[src/rtl/seven_seg_scan_bcd_pkg.sv]
// Shared constants, FSM state type and helpers for the scanned BCD display feeder.
package seven_seg_pkg;

    localparam logic [3:0] BLANK_CODE = 4'hF;

    typedef enum logic [1:0] {
        IDLE   = 2'd0,
        SHIFT  = 2'd1,
        COMMIT = 2'd2
    } state_t;

    // Largest value representable with n decimal digits.
    function automatic longint max_val(input int n);
        longint r;
        r = 1;
        for (int i = 0; i < n; i++) r = r * 10;
        return r - 1;
    endfunction

endpackage

[src/rtl/seven_seg_scan_bcd_if.sv]
// Load/status and scanned-display bundle between a host and seven_seg_scan_bcd.
interface seven_seg_scan_bcd_if #(
    parameter int NUM_DIGITS = 4,
    parameter int BIN_WIDTH  = 14
);
    logic [BIN_WIDTH-1:0]  value_in;
    logic                  load;
    logic                  busy;
    logic                  overflow;
    logic [3:0]            digit_out;
    logic [NUM_DIGITS-1:0] anode_n;

    modport master (
        output value_in, load,
        input  busy, overflow, digit_out, anode_n
    );

    modport slave (
        input  value_in, load,
        output busy, overflow, digit_out, anode_n
    );
endinterface

[src/rtl/seven_seg_scan_bcd_converter.sv]
// Sequential double-dabble binary-to-BCD engine with input saturation and
// leading-zero blanking; pulses commit for one cycle when digits are valid.
//
// state  | meaning
// IDLE   | waiting for load, accepts and saturates value_in
// SHIFT  | one add-3/shift step per cycle, BIN_WIDTH steps
// COMMIT | digits valid, display register captures them
import seven_seg_pkg::*;

module seven_seg_bcd_converter #(
    parameter int NUM_DIGITS = 4,
    parameter int BIN_WIDTH  = 14,
    parameter bit LZ_BLANK   = 1'b1
) (
    input  logic                       clk,
    input  logic                       rst,
    input  logic [BIN_WIDTH-1:0]       value_in,
    input  logic                       load,
    output logic                       busy,
    output logic                       overflow,
    output logic                       commit,
    output logic [NUM_DIGITS-1:0][3:0] digits
);

    localparam int          CNT_W   = $clog2(BIN_WIDTH + 1);
    localparam logic [63:0] MAX_VAL = 64'(max_val(NUM_DIGITS));

    state_t                     state, state_nxt;
    logic [CNT_W-1:0]           cnt;
    logic [BIN_WIDTH-1:0]       bin;
    logic [NUM_DIGITS-1:0][3:0] bcd, adj;
    logic                       over;

    assign over = (64'(value_in) > MAX_VAL);

    always_ff @(posedge clk or posedge rst) begin
        if (rst) state <= IDLE;
        else     state <= state_nxt;
    end

    always_comb begin
        state_nxt = state;
        case (state)
            IDLE:    if (load) state_nxt = SHIFT;
            SHIFT:   if (cnt == CNT_W'(1)) state_nxt = COMMIT;
            COMMIT:  state_nxt = IDLE;
            default: state_nxt = IDLE;
        endcase
    end

    always_comb begin
        busy   = (state != IDLE);
        commit = (state == COMMIT);
    end

    always_comb begin
        adj = bcd;
        for (int i = 0; i < NUM_DIGITS; i++) begin
            if (bcd[i] >= 4'd5) adj[i] = bcd[i] + 4'd3;
        end
    end

    always_ff @(posedge clk or posedge rst) begin
        if (rst) begin
            cnt      <= '0;
            bin      <= '0;
            bcd      <= '0;
            overflow <= 1'b0;
        end else if (state == IDLE) begin
            if (load) begin
                bin      <= over ? BIN_WIDTH'(MAX_VAL) : value_in;
                overflow <= over;
                bcd      <= '0;
                cnt      <= CNT_W'(BIN_WIDTH);
            end
        end else if (state == SHIFT) begin
            {bcd, bin} <= {adj, bin} << 1;
            cnt        <= cnt - CNT_W'(1);
        end
    end

    // Scan from the top nibble down; zeros stay blank until a nonzero is seen.
    always_comb begin
        logic seen;
        seen   = 1'b0;
        digits = bcd;
        for (int i = NUM_DIGITS - 1; i > 0; i--) begin
            if (bcd[i] != 4'd0) seen = 1'b1;
            if (LZ_BLANK && !seen) digits[i] = BLANK_CODE;
        end
    end

endmodule

[src/rtl/seven_seg_scan_bcd.sv]
// Binary value to time-multiplexed BCD digit bus: holds the converted digits
// and scans them onto digit_out with matching active-low anode enables.
import seven_seg_pkg::*;

module seven_seg_scan_bcd #(
    parameter int NUM_DIGITS  = 4,
    parameter int BIN_WIDTH   = 14,
    parameter int REFRESH_DIV = 100000,
    parameter bit LZ_BLANK    = 1'b1
) (
    input  logic                 clk,
    input  logic                 rst,
    seven_seg_scan_bcd_if.slave  bus
);

    localparam int DIV_W = $clog2(REFRESH_DIV);
    localparam int IDX_W = (NUM_DIGITS > 1) ? $clog2(NUM_DIGITS) : 1;

    logic                       commit;
    logic [NUM_DIGITS-1:0][3:0] digits;
    logic [NUM_DIGITS-1:0][3:0] disp;
    logic [DIV_W-1:0]           div;
    logic [IDX_W-1:0]           idx;

    seven_seg_bcd_converter #(
        .NUM_DIGITS (NUM_DIGITS),
        .BIN_WIDTH  (BIN_WIDTH),
        .LZ_BLANK   (LZ_BLANK)
    ) u_conv (
        .clk      (clk),
        .rst      (rst),
        .value_in (bus.value_in),
        .load     (bus.load),
        .busy     (bus.busy),
        .overflow (bus.overflow),
        .commit   (commit),
        .digits   (digits)
    );

    // Only a finished conversion reaches the display, never partial digits.
    always_ff @(posedge clk or posedge rst) begin
        if (rst)         disp <= {NUM_DIGITS{BLANK_CODE}};
        else if (commit) disp <= digits;
    end

    // Digit and anode share one register stage so they always switch together.
    always_ff @(posedge clk or posedge rst) begin
        if (rst) begin
            div           <= '0;
            idx           <= '0;
            bus.anode_n   <= '1;
            bus.digit_out <= BLANK_CODE;
        end else begin
            bus.anode_n   <= ~(NUM_DIGITS'(1) << idx);
            bus.digit_out <= disp[idx];
            if (div == DIV_W'(REFRESH_DIV - 1)) begin
                div <= '0;
                idx <= (idx == IDX_W'(NUM_DIGITS - 1)) ? '0 : idx + IDX_W'(1);
            end else begin
                div <= div + DIV_W'(1);
            end
        end
    end

endmodule

[src/flat_wrapper.sv]
// flat-port wrapper written by rule: the top's interface ports become plain ports
module seven_seg_scan_bcd_flat 
#(
    parameter int NUM_DIGITS  = 4,
    parameter int BIN_WIDTH   = 14,
    parameter int REFRESH_DIV = 100000,
    parameter bit LZ_BLANK    = 1'b1
)
  (clk, rst, bus_value_in, bus_load, bus_busy, bus_overflow, bus_digit_out, bus_anode_n);
  seven_seg_scan_bcd_if #(.NUM_DIGITS(NUM_DIGITS), .BIN_WIDTH(BIN_WIDTH)) bus_i ();
  input  logic clk;
  input  logic rst;
  input wire logic [$bits(bus_i.value_in)-1:0] bus_value_in;
  input wire logic [$bits(bus_i.load)-1:0] bus_load;
  output wire logic [$bits(bus_i.busy)-1:0] bus_busy;
  output wire logic [$bits(bus_i.overflow)-1:0] bus_overflow;
  output wire logic [$bits(bus_i.digit_out)-1:0] bus_digit_out;
  output wire logic [$bits(bus_i.anode_n)-1:0] bus_anode_n;
  assign bus_i.value_in = bus_value_in;
  assign bus_i.load = bus_load;
  assign bus_busy = bus_i.busy;
  assign bus_overflow = bus_i.overflow;
  assign bus_digit_out = bus_i.digit_out;
  assign bus_anode_n = bus_i.anode_n;
  seven_seg_scan_bcd #(.NUM_DIGITS(NUM_DIGITS), .BIN_WIDTH(BIN_WIDTH), .REFRESH_DIV(REFRESH_DIV), .LZ_BLANK(LZ_BLANK)) u_core (.clk(clk), .rst(rst), .bus(bus_i));
endmodule
[config.mk]
export PLATFORM = sky130hd
export DESIGN_NAME = seven_seg_scan_bcd_flat
export DESIGN_NICKNAME = d
export VERILOG_FILES = /design/src/rtl/seven_seg_scan_bcd_pkg.sv /design/src/rtl/seven_seg_scan_bcd_if.sv /design/src/rtl/seven_seg_scan_bcd_converter.sv /design/src/rtl/seven_seg_scan_bcd.sv /design/src/flat_wrapper.sv
export SDC_FILE = /design/constraint.sdc
export NUM_CORES = 1
export LEC_CHECK = 0
export ABC_AREA = 1
export BUFFER_PORTS_ARGS = -buffer_cell sky130_fd_sc_hd__buf_2
export CORE_ASPECT_RATIO = 1.25
export CORE_MARGIN = 2
export CORE_UTILIZATION = 41
export CTS_CLUSTER_DIAMETER = 80
export DETAILED_ROUTE_END_ITERATION = 16
export GPL_TIMING_DRIVEN = 0
export PLACE_DENSITY = 0.6
export SLEW_MARGIN = 20
export SYNTH_ARGS = -nofsm -noshare
export SYNTH_HDL_FRONTEND = slang
export SYNTH_HIERARCHICAL = 1
export SYNTH_SLANG_ARGS = --single-unit
[constraint.sdc]
create_clock -name clk -period 3 [get_ports clk]
set_input_delay 0.6 -clock clk [delete_from_list [all_inputs] [get_ports clk]]
set_output_delay 0.6 -clock clk [all_outputs]
set_load 0.1 [all_outputs]
==> impl_metrics.ini, run 1 <==
[pwr]
power.leakage_uw = 0.00255
p_per_area_nw_per_um2 = 884
clkPwrFrac = 0.251
peakVddDrop_mv = 0.400
p_int_uw = 2690
power_frac_seq = 0.381
sw_frac_of_total = 0.390
power_frac_comb = 0.368
p_switching_uw = 1720

[route]
ant_nets = 0
via_per_inst = 4.86
drc = 0
drt_wl_total_um = 9090
drt_iter0_drc = 131
vias = 3454
first_pass_iters = 5
wl_per_cell_um = 12.8

[sta]
fin_crit_sh = 0.720
fmaxAchievable_mhz = 463
max_slew_margin = 0.679
worst_pin_slew_ps = 485
maxSlewViolCount = 0
setup_violations = 0
hold_violations = 0
clock_skew_ps = 5.34
rsz0062_at_grt = false
tns_ps = 0
fin_crit_ps = 2160

[cts]
cts_resized = 0
cts_tree = done
numCtsBuffers = 9
postCtsSetupRepairBufs = 0
cts_root_buf = clkbuf_16
numClockSinks = 80
postCtsHoldBufs = 0
clockBufferDepth = 2
clock_latency_ps = 340
clk_transition_reported_paths_ps = 60
cts-htree-levels = 3

[yosys]
syn_area_um2 = 4350
synth.net_count = 568
yosysTopAreaCell = dfrtp_1
syn_inst = 534
ys_ff_latch = 80
synth_area_leaders = dfrtp_1 32%, dfstp_2 14%, nand2_1 13%, inv_1 6.0%, nor2_1 5.5%
syn_area_per_cell_um2 = 8.15
yosysSeqAreaShare = 0.467
synthDistinctLibCells = 34
ys_warn_count = 6
synth_top_area_share = 0.322

[worst_setup_path]
crit_arrival_ps = 1560
critPathLaunchType = register
cp.required_ps = 2400
crit_path_end_kind = output pin
cp_max_fo = 7
worstSetupPathType = register to output pin

[layout]
antenna_cells = 0
fin_util = 0.477
fin_nets = 607
multi_input_area_um2 = 1910
syn_to_final_growth_pct = 14.7
layout-drive-gt1-share = 0.206
final.fill_count = 997
regArea_um2 = 2030

[job]
maxCapViolCount = 0

[global_route]
antenna_found_initial = 0
grt_pass1_vias = 3381
grt_overflow = 0
grt_use_total = 0.173
grt_max_degree = 36
grt_pass1_wl_um = 15400

[placement]
post-dp-hpwl_um = 6620
portBuffers = 26
gp_congestion = 0.861

[floorplan]
die_area_um2 = 11500
start_util = 0.416
die_height_um = 119
io_pins = 27
core.rowCount = 42
fp.dieW_um = 96.1
core_area_um2 = 10500

[run_status]
outcome = complete, no violations

[hold_path]
hp-class = primary input to async pin
placed cells by master, fill, tap and decap left out, drive strengths merged, types with 15 or more instances in the layout:
cell and instances:
buf 41, dfrtp 56, dfstp 24, ha 17, inv 76, mux2 15, nand2 151, nand3 38
nor2 73, o21ai 30
critical path: stages (launching register included):
cell,delay [ps]
dfrtp_1,480
nor2_4,100
inv_1,170
buf_2,460
logic make-up after synthesis:
group | after synthesis | synth area share
xor+xnor | 5 | 0.0101
mux | 15 | 0.0388
buf+inv | 88 | 0.0929
flops | 80 | 0.467
fa+ha+maj | 17 | 0.0489
simple gates | 270 | 0.265
compound gates | 59 | 0.0771
worst paths after layout:
kind / start / endpoint / slack [ps] / depth (start not counted)
setup / recovery: u_core/u_conv/state[0] / bus_busy / 840 / 3
hold / removal: rst / u_core/div[2] / 190 / 2
setup reg to reg: u_core/u_conv/bcd[12] / u_core/disp[7] / 1390 / 8
hold reg to reg: u_core/u_conv/bcd[10] / u_core/u_conv/bcd[10] / 480 / 2
max in group asynchronous: rst / u_core/disp[5] / 2300 / 3
min in group clk: u_core/u_conv/bcd[10] / u_core/u_conv/bcd[10] / 480 / 2
layout make-up:
class                      count  area share
sequential                    80       0.407
tap                          132      0.0331
clock inverter                 7      0.0160
clock buffer                   9      0.0451
multi-input combinational    366       0.384
buffer                        14      0.0248
timing repair buffer          28      0.0341
inverter                      74      0.0562
registers in the layout, indices dropped and copies added (netlist names):
signal / count
u_core/u_conv/state: 2
u_core/idx: 2
u_core/u_conv/bin: 14
u_core/bus.digit_out: 4
u_core/div: 17
u_core/u_conv/bcd: 12
u_core/u_conv/overflow: 1
u_core/disp: 16
u_core/u_conv/cnt: 4
u_core/bus.anode_n: 4
u_core/u_conv/digits: 4
stage by stage:
step	worst slack (ps)	total power [µW]	instances	instance area [µm²]	hold WS (ps)
after global routing	767	4750	710	4990	195
after global placement	872	3250	692	4650	463
after CTS	828	4460	710	4990	181
after floorplan	1190	2950	534	4350	449
final	840	4410	710	4990	188
after detailed placement	1210	3310	694	4690	466
cell usage after synthesis:
| library cell | n |
|---|---|
| buf_2 | 4 |
| xor2_1 | 4 |
| inv_2 | 4 |
| o211ai_1 | 2 |
| nor2_4 | 4 |
| nor2_1 | 64 |
| o21ai_2 | 1 |
| o21bai_1 | 3 |
| nand2_1 | 149 |
| nor3_1 | 2 |
| buf_6 | 4 |
| a31oi_1 | 1 |
| buf_4 | 4 |
| o21ai_1 | 1 |
| inv_1 | 69 |
| o21ai_0 | 28 |
| nand3_4 | 1 |
| buf_8 | 1 |
| nand3_2 | 1 |
| mux2_2 | 15 |
| a21oi_1 | 10 |
| nand4_1 | 5 |
| a22oi_1 | 5 |
| inv_4 | 1 |
| nor2_2 | 5 |
| nand3_1 | 36 |
| xnor2_1 | 1 |
| dfstp_2 | 24 |
| or2_2 | 1 |
| ha_1 | 17 |
| dfrtp_1 | 56 |
| o22ai_1 | 8 |
| nand2_4 | 2 |
| clkbuf_8 | 1 |
power by group through the flow:
stage	sequential [µW]	combinational (µW)	clock (µW)
floorplan	1800	1140	0
global placement	1680	1570	0
global route	1720	1840	1190
finish	1680	1620	1110
detailed placement	1690	1620	0
CTS	1680	1630	1150
per-layer routing:
layer / wire [µm] / vias to the layer above / global-route usage
met2: 4400 / 75 / 0.279
met1: 4080 / 1593 / 0.219
met5: 0 / - / 0
li1: - / 1766 / -
met4: 215 / 0 / 0.0741
met3: 402 / 20 / 0.0392
No activity file was read; power rests on OpenSTA's default activity.
==> run 2: changes to the inputs <==
- ABC_AREA: 1 -> 0
- clock period: 3 -> 2.1 ns (I/O delays scaled with it)
==> impl_metrics.ini, run 2 <==
[run_status]
outcome = complete, no violations

[cts]
postCtsSetupRepairBufs = 0
clk_transition_reported_paths_ps = 60
cts-htree-levels = 3
numCtsBuffers = 9
cts_root_buf = clkbuf_16
postCtsHoldBufs = 0
clockBufferDepth = 2
numClockSinks = 80
cts_tree = done
clock_latency_ps = 330

[yosys]
synth_top_area_share = 0.349
yosysSeqAreaShare = 0.507
yosysMostFrequentCell = dfrtp_1
syn_area_um2 = 4010
synth_commonest_cells = 56 x dfrtp_1, 25 x inv_1, 24 x dfstp_2, 23 x nor2_1, 19 x mux2_2
synth.net_count = 389
ys_async_sr_fraction = 1.00
synthDistinctLibCells = 58
syn_area_per_cell_um2 = 11.3
ys_warn_count = 6
synth_edf_count = 0
syn_inst = 355
ys_ff_latch = 80
synth_flop_cell = dfrtp_1
synth_area_leaders = dfrtp_1 35%, dfstp_2 16%, mux2_2 5.3%, ha_1 5.3%, xnor2_1 2.8%
yosysTopAreaCell = dfrtp_1

[layout]
fin_nets = 428
final_area_um2 = 4670
top_regs = u_core/div: 17 flops, u_core/disp: 16 flops, u_core/u_conv/bin: 14 flops
largest_register_ffs = 17
antenna_cells = 0
fin_util = 0.488
mostFrequentLayoutCell = dfrtp_1
layout-drive-gt1-share = 0.308
mostFrequentLayoutCells = 56 x dfrtp_1, 33 x buf_2, 24 x dfstp_2, 23 x inv_1, 23 x nor2_1
top_register = u_core/div
syn_to_final_growth_pct = 16.4

[global_route]
antenna_found_initial = 0
met2_usage = 0.272
grtUsageMet3 = 0.0375
grt_overflow = 0
grt_max_degree = 35
grt_pass1_vias = 2775
grt_pass1_wl_um = 13700
grt_use_total = 0.166
grtUsageMet1 = 0.207
busiest_layer = met2

[route]
wl_per_cell_um = 15.0
drc = 0
ant_nets = 0
drt_iter0_drc = 71
via_per_inst = 5.21
drt_wl_total_um = 7870
first_pass_iters = 4
vias = 2734

[job]
maxCapViolCount = 0

[worst_setup_path]
crit_chain = nand4bb_1 > or4_1 > nor3_4 > buf_6 > mux2_2
reg2reg_to = u_core/idx[1]
startpoint = u_core/div[14]
critPathLaunchType = register
worstSetupPathType = register to register
cp_max_fo = 10
crit_slowest_cell = or4_1
rr_startpoint = u_core/div[14]
cp-endpoint = u_core/idx[1]
reg2reg_slack_ps = 100
crit_arrival_ps = 2230
cpPeakStageDelay_ps = 460
reg2reg_depth = 5
cp.required_ps = 2320
crit_path_end_kind = register

[placement]
gp_congestion = 0.766
portBuffers = 26
postPlaceCellArea_um2 = 4340
post-dp-hpwl_um = 5680

[pwr]
total_power_uw = 6250
p_per_area_nw_per_um2 = 1340
peakVddDrop_mv = 0.690
power.leakage_uw = 0.00209

[sta]
fmaxAchievable_mhz = 499
worst_pin_slew_ps = 485
setup_violations = 0
clock_skew_ps = 5.25
maxSlewViolCount = 0
tns_ps = 0
fin_crit_ps = 2000
fin_crit_sh = 0.955
hold_violations = 0
rsz0062_at_grt = false
max_slew_margin = 0.677
fin_hold_ws_ps = 20.4

[floorplan]
io_pins = 27
start_util = 0.420
die_height_um = 115
core.rowCount = 40
die_area_um2 = 10600
core_area_um2 = 9560
fp.dieW_um = 92.5

[hold_path]
hp-class = primary input to async pin
-- run 2: changes by cell type after synthesis, sizes merged, moves of 7 or more --
cell    delta
xnor2     +12
nor2      -49
nand2    -138
o21ai     -16
nand2b     +7
nand3     -20
inv       -49
o31ai      +9
-- run 2: cell families (layout without fill, tap and decap cells) --
logic type                 Yosys count  count (layout)  share of synthesized area
xor gates and xnor gates            20              20                     0.0437
AOI/OAI and AO/OA                   69              69                      0.123
and+or+nand+nor                    101             101                      0.143
muxes                               24              24                     0.0783
adders and majority gates           17              17                     0.0530
buffers and inverters               44              88                     0.0518
DFF                                 80              80                      0.507
-- run 2: worst min-delay path by stage --
stage,slack [ps],from,end,depth (start not counted)
floorplan,460,u_core/div[12],u_core/div[12],1
global placement,480,u_core/u_conv/overflow,u_core/u_conv/overflow,1
detailed placement,380,rst,u_core/div[3],2
CTS,20,rst,u_core/div[2],2
global route,30,rst,u_core/div[2],2
finish,20,rst,u_core/div[2],2
-- run 2: repair_timing --
action | 4_1_cts | 5_1_grt
endpoints found under the hold margin | 0 | 0
gates resized for setup | 0 | 4
setup endpoints to repair | 0 | 11
-- run 2: worst max-delay path: cells and delay by family (launching register included) --
kind / cells / cell delay (ps)
muxes: 1 / 330
and+or+nand+nor: 3 / 950
buffers and inverters: 1 / 180
DFF: 1 / 420
-- run 2: where the power goes --
part,internal (µW),switching [µW],total [µW]
Sequential,2090,358,2450
Clock,1020,627,1650
Combinational,936,1220,2150
Total,4050,2200,6250
-- run 2: per-stage QoR --
stage,instances,worst slack [ps]
final,525,95.0
after global routing,525,16.9
after CTS,525,7.17
after detailed placement,509,43.4
after global placement,507,49.0
after floorplan,355,296
-- run 2: cell type report --
| type | instances | area, µm² |
|---|---|---|
| well taps | 126 | 158 |
| multi-input cells | 231 | 1780 |
| clock buffers | 12 | 268 |
| clock inverters | 4 | 50.0 |
| plain buffers | 19 | 115 |
| repair buffers | 28 | 170 |
| fillers | 895 | 4890 |
| inverters | 25 | 93.8 |
| flip-flops and latches | 80 | 2030 |
-- run 2: per-layer routing --
| metal | part of all wire | wire length [µm] | vias up |
|---|---|---|---|
| met4 | 0.025 | 197 | 0 |
| li1 | - | - | 1325 |
| met3 | 0.031 | 244 | 15 |
| met1 | 0.45 | 3540 | 1353 |
| met5 | 0 | 0 | - |
| met2 | 0.49 | 3890 | 41 |
